==> config.mk <==
export PLATFORM = sky130hd
export DESIGN_NAME = unidade_exibe_sequencia
export DESIGN_NICKNAME = d
export VERILOG_FILES = /design/src/rtl/unidade_exibe_sequencia.sv
export SDC_FILE = /design/constraint.sdc
export NUM_CORES = 1
export LEC_CHECK = 0
export ABC_AREA = 0
export BUFFER_PORTS_ARGS = -buffer_cell sky130_fd_sc_hd__buf_2
export CORE_ASPECT_RATIO = 1.2
export CORE_MARGIN = 5
export CORE_UTILIZATION = 45
export CTS_CLUSTER_SIZE = 14
export DETAILED_ROUTE_END_ITERATION = 16
export PLACE_DENSITY = 0.67
export SYNTH_ARGS = -nofsm -noshare
export SYNTH_HDL_FRONTEND = slang
export SYNTH_SLANG_ARGS = --single-unit
export TNS_END_PERCENT = 30
==> constraint.sdc <==
create_clock -name clock -period 3.15 [get_ports clock]
set_clock_uncertainty 0.2 [all_clocks]
set_input_delay 0.1575 -clock clock [delete_from_list [all_inputs] [get_ports clock]]
set_output_delay 0.1575 -clock clock [all_outputs]
set_load 0.01 [all_outputs]
==> src/rtl/unidade_exibe_sequencia.sv <==
// unidade_exibe_sequencia
//
// Plays the stored Genius colour sequence back on the LEDs before each round.
// RAM entries 0..rodada are read one at a time. Each entry takes one cycle to
// load, is lit for T_ACESO cycles, and is followed by T_APAGADO dark cycles.
// A done pulse is issued at the end of playback.
//
// Ports:
//   clock             system clock, rising edge
//   reset             synchronous, active-high
//   iniciar_exibicao  start pulse, accepted only while idle
//   cancelar          abort playback, back to idle without a done pulse
//   rodada            index of the last entry to show, latched on start
//   mem_dado          RAM read data (one-hot colour)
//   mem_endereco      RAM read address
//   leds              colour LEDs
//   exibindo          high whenever not idle
//   fim_exibicao      one-cycle done pulse
//   db_estado         debug state code

module unidade_exibe_sequencia #(
   parameter int unsigned T_ACESO   = 1000,
   parameter int unsigned T_APAGADO = 500,
   parameter int unsigned W_END     = 4
) (
   input  logic             clock,
   input  logic             reset,
   input  logic             iniciar_exibicao,
   input  logic             cancelar,
   input  logic [W_END-1:0] rodada,
   input  logic [3:0]       mem_dado,
   output logic [W_END-1:0] mem_endereco,
   output logic [3:0]       leds,
   output logic             exibindo,
   output logic             fim_exibicao,
   output logic [3:0]       db_estado
);

   localparam int unsigned T_MAX = (T_ACESO > T_APAGADO) ? T_ACESO : T_APAGADO;
   // Keep at least one bit so a 1-cycle on/off time still has a legal vector.
   localparam int unsigned W_TMR = (T_MAX > 1) ? $clog2(T_MAX) : 1;

   localparam logic [W_TMR-1:0] ULTIMO_ACESO   = W_TMR'(T_ACESO - 1);
   localparam logic [W_TMR-1:0] ULTIMO_APAGADO = W_TMR'(T_APAGADO - 1);

   // Encodings double as the debug state code.
   typedef enum logic [3:0] {
      Ocioso  = 4'h0,
      Carrega = 4'h1,
      Aceso   = 4'h2,
      Apagado = 4'h3,
      Fim     = 4'hF
   } estadoT;

   estadoT             estadoReg, estadoNext;
   logic [W_END-1:0]   enderecoReg, enderecoNext;
   logic [W_END-1:0]   rodadaReg, rodadaNext;
   logic [3:0]         dadoReg, dadoNext;
   logic [W_TMR-1:0]   timerReg, timerNext;

   // State register
   always_ff @(posedge clock) begin
      if (reset) begin
         estadoReg   <= Ocioso;
         enderecoReg <= '0;
         rodadaReg   <= '0;
         dadoReg     <= '0;
         timerReg    <= '0;
      end else begin
         estadoReg   <= estadoNext;
         enderecoReg <= enderecoNext;
         rodadaReg   <= rodadaNext;
         dadoReg     <= dadoNext;
         timerReg    <= timerNext;
      end
   end

   // Next-state logic
   always_comb begin
      estadoNext   = estadoReg;
      enderecoNext = enderecoReg;
      rodadaNext   = rodadaReg;
      dadoNext     = dadoReg;
      timerNext    = timerReg;

      unique case (estadoReg)
         Ocioso: begin
            if (iniciar_exibicao && !cancelar) begin
               rodadaNext   = rodada;
               enderecoNext = '0;
               timerNext    = '0;
               estadoNext   = Carrega;
            end
         end
         Carrega: begin
            dadoNext   = mem_dado;
            timerNext  = '0;
            estadoNext = Aceso;
         end
         Aceso: begin
            if (timerReg == ULTIMO_ACESO) begin
               timerNext  = '0;
               estadoNext = Apagado;
            end else begin
               timerNext = timerReg + W_TMR'(1);
            end
         end
         Apagado: begin
            if (timerReg == ULTIMO_APAGADO) begin
               timerNext = '0;
               // End test precedes the increment so the address never wraps.
               if (enderecoReg == rodadaReg) begin
                  estadoNext = Fim;
               end else begin
                  enderecoNext = enderecoReg + W_END'(1);
                  estadoNext   = Carrega;
               end
            end else begin
               timerNext = timerReg + W_TMR'(1);
            end
         end
         Fim: begin
            estadoNext = Ocioso;
         end
         default: begin
            estadoNext = Ocioso;
         end
      endcase

      // Abort overrides everything except reset; idle is left untouched.
      if (cancelar && (estadoReg != Ocioso)) begin
         estadoNext   = Ocioso;
         enderecoNext = '0;
         timerNext    = '0;
      end
   end

   // Moore outputs
   always_comb begin
      leds         = '0;
      exibindo     = 1'b1;
      fim_exibicao = 1'b0;
      db_estado    = estadoReg;

      case (estadoReg)
         Ocioso:  exibindo     = 1'b0;
         Aceso:   leds         = dadoReg;
         Fim:     fim_exibicao = 1'b1;
         default: ;
      endcase
   end

   assign mem_endereco = enderecoReg;

endmodule

==> out/metrics.csv <==
stage;metric;value;unit
sta;period utilization;0.764;
sta;Final Setup Violations;0;
die;die width;60.3;um
routing;DR vias/cell;5.90;
cells_and_area;Final nets;207;
clock_network;Clock Pin Slew Worst Setup and Hold Paths;0.15;ns
critical_path;Arr. time, crit path;2.42;ns
synthesis;synth warn;0;
outcome;status;finished, final reports clean;
clock_network;H-Tree Depth;1;
global_route;gr usage total;0.171;
cells_and_area;most frequent cells in the layout;dfxtp_1, buf_2, dlygate4sd3_1;
power_and_ir_drop;Clock power frac;0.160;
clock_network;total CTS buffers;3;
sta;Tmin final;2.41;ns
synthesis;Synth async-reset ratio;0;
sta;Final Hold Fails;0;
synthesis;average size of a mapped cell;8.80;um^2
synthesis;cell area after synthesis;1360;um^2
die;Core Box Area;3000;um^2
synthesis;number of flops mapped to enable cells by yosys;0;
global_route;met1 Use GR;0.217;
critical_path;critical path endpoint category;register;
routing;Starting DRT DRC Count;47;
global_route;gr ovfl total;0;
clock_network;CTS Buffer Depth;2;
global_route;initial antenna violation count;0;
routing;WL final;3360;um
power_and_ir_drop;Flop pwr share;0.438;
power_and_ir_drop;P_int;0.000559;W
sta;Setup TNS Final;0;ns
global_route;pin count of the biggest net entering global routing;17;
global_route;first-pass GRT wire length;5770;um
cells_and_area;area grow syn2layout;22.8;%
clock_network;CTS tree;yes;
synthesis;post-synth top area cell;dfxtp_1;
power_and_ir_drop;Pwr per Cell Area;540;nW/um^2
placement;IO Port Bufs;25;
routing;wire per inst;14.7;um
hold_path;Hold Crit Class;in2reg;
synthesis;Mapped Cells;155;
sta;fmax;0.415;GHz
synthesis;post-synth top area share;0.367;
power_and_ir_drop;switching power;0.000346;W
cells_and_area;layout cells sized above 1;0.177;
routing;DRC;0;
power_and_ir_drop;Sw Share;0.383;
synthesis;Synthesized Nets;169;
sta;Slew @ Worst Pin;0.631;ns
global_route;GR peak layer;met2;
clock_network;CTS root buf;clkbuf_4;
critical_path;crit path kind;reg2reg;
sta;worst rel slew slack;0.579;
power_and_ir_drop;maximum vdd ir drop;0.349;mV
clock_network;clock latency on the worst-skew pair;0.32;ns
synthesis;Seq/Total Area, Yosys;0.367;
die;Starting Density;0.455;
cells_and_area;Diodes inserted;0;
synthesis;synth unique cells;46;
critical_path;worst-path maximum fanout;13;
clock_network;clk sink count;25;
die;Die Y;70.3;um
routing;total iterations of the first detailed-routing run;4;
die;io pins;26;
sta;RSZ-0062 raised after global routing;no;
critical_path;startpoint types;register;
clock_network;Setup Buffers After CTS;0;
placement;DP Wirelength;2340;um
die;Die Footprint;4240;um^2
global_route;met2 usage;0.285;
power_and_ir_drop;Pleak;0.697;nW
global_route;vias in the first global route;1288;
power_and_ir_drop;Comb pwr share;0.402;
synthesis;Main synth FF type;dfxtp_1;
routing;vias post-DR;1345;
global_route;met3 global-route usage;0.0314;
sta;Slew Limit Fails;0;
routing;post-route ant nets;0;
synthesis;Synth Register Bits;25;
die;Site Rows;22;
flow_run;max-cap violation count;0;
critical_path;WP data required;3.16;ns
synthesis;top cells by area, synth;dfxtp_1, mux2i_1, nor2_1;
sta;Min Hold Slack;0.0211;ns
placement;gp weighted congestion;0.831;
-- layer usage --
metal | vias up | share of wire
li1 | 664 | -
met4 | 0 | 0.0089
met1 | 621 | 0.42
met3 | 4 | 0.066
met5 | - | 0
met2 | 56 | 0.50
-- metrics by stage --
stage | utilization | total power (W) | std cells | instance area [um^2] | setup slack (ns)
finish | 0.558 | 0.000905 | 228 | 1680 | 0.743
CTS | 0.558 | 0.000909 | 228 | 1680 | 0.778
floorplan | - | 0.000657 | 155 | 1360 | 1.23
global route | 0.558 | 0.000976 | 228 | 1680 | 0.619
detailed placement | 0.496 | 0.000735 | 208 | 1490 | 1.04
global placement | 0.496 | 0.000728 | 208 | 1490 | 1.09
-- cell families (layout without fill, tap and decap cells) --
family	Yosys count	in the layout	share of synthesized area
adders and majority gates	2	2	0.0183
and+or+nand+nor	71	71	0.302
xor gates and xnor gates	5	5	0.0321
AOI/OAI and AO/OA	34	34	0.178
DFF	25	25	0.367
buffers and inverters	9	46	0.0367
muxes	9	9	0.0661
-- path summary, 6_finish.rpt --
| path | start | endpoint | slack (ns) | cells past startpoint |
|---|---|---|---|---|
| worst max-delay path | db_estado[2] | rodadaReg[2] | 0.74 | 5 |
| worst min-delay path | cancelar | mem_endereco[0] | 0.02 | 4 |
| worst max register to register | db_estado[2] | rodadaReg[2] | 0.74 | 5 |
| worst min register to register | timerReg[0] | timerReg[0] | 0.32 | 1 |
-- cell usage after synthesis (3+ instances only) --
master / count
a211oi_1: 4
a21oi_1: 7
a31oi_1: 6
and2_1: 6
clkbuf_1: 4
dfxtp_1: 25
mux2i_1: 9
nand2_1: 9
nand2b_1: 3
nand3_1: 8
nand3b_1: 3
nand4_1: 5
nor2_1: 14
nor3_1: 3
o21ai_0: 3
or3_1: 4
or4_1: 3
xnor2_1: 4
-- critical path, stage by stage, from the launching register on --
cell           delay, ns
dfxtp_1             0.44
or3_4               0.44
or2_0               0.40
mux2i_1             0.22
nor2_1              0.05
dlygate4sd3_1       0.55
-- registers in the layout, summed over array words and instances (netlist names) --
signal,count
db_estado,3
timerReg,10
mem_endereco,4
dadoReg,4
rodadaReg,4
-- repair_timing --
item,4_1_cts,5_1_grt
hold buffers,16,0
resized for setup,0,0
hold endpoints to repair,8,0
endpoints found under the setup margin,0,0
-- power by group through the flow --
stage / Combinational (W) / Sequential [W] / Clock, W
after floorplan: 0.000265 / 0.000392 / 0
after global placement: 0.000329 / 0.000399 / 0
after detailed placement: 0.000331 / 0.000403 / 0
after CTS: 0.000364 / 0.000396 / 0.000148
after global routing: 0.000406 / 0.000405 / 0.000165
final: 0.000364 / 0.000396 / 0.000145
-- final cells by class --
cell class                 instances  area [um^2]
sequential                        25          500
clock inverter                     1         5.00
inverter                           1         3.75
fill                             283         1330
timing repair buffer              41          285
multi-input combinational        121          813
clock buffer                       3         22.5
tap                               36         45.0
No activity file was read; power rests on OpenSTA's default activity.
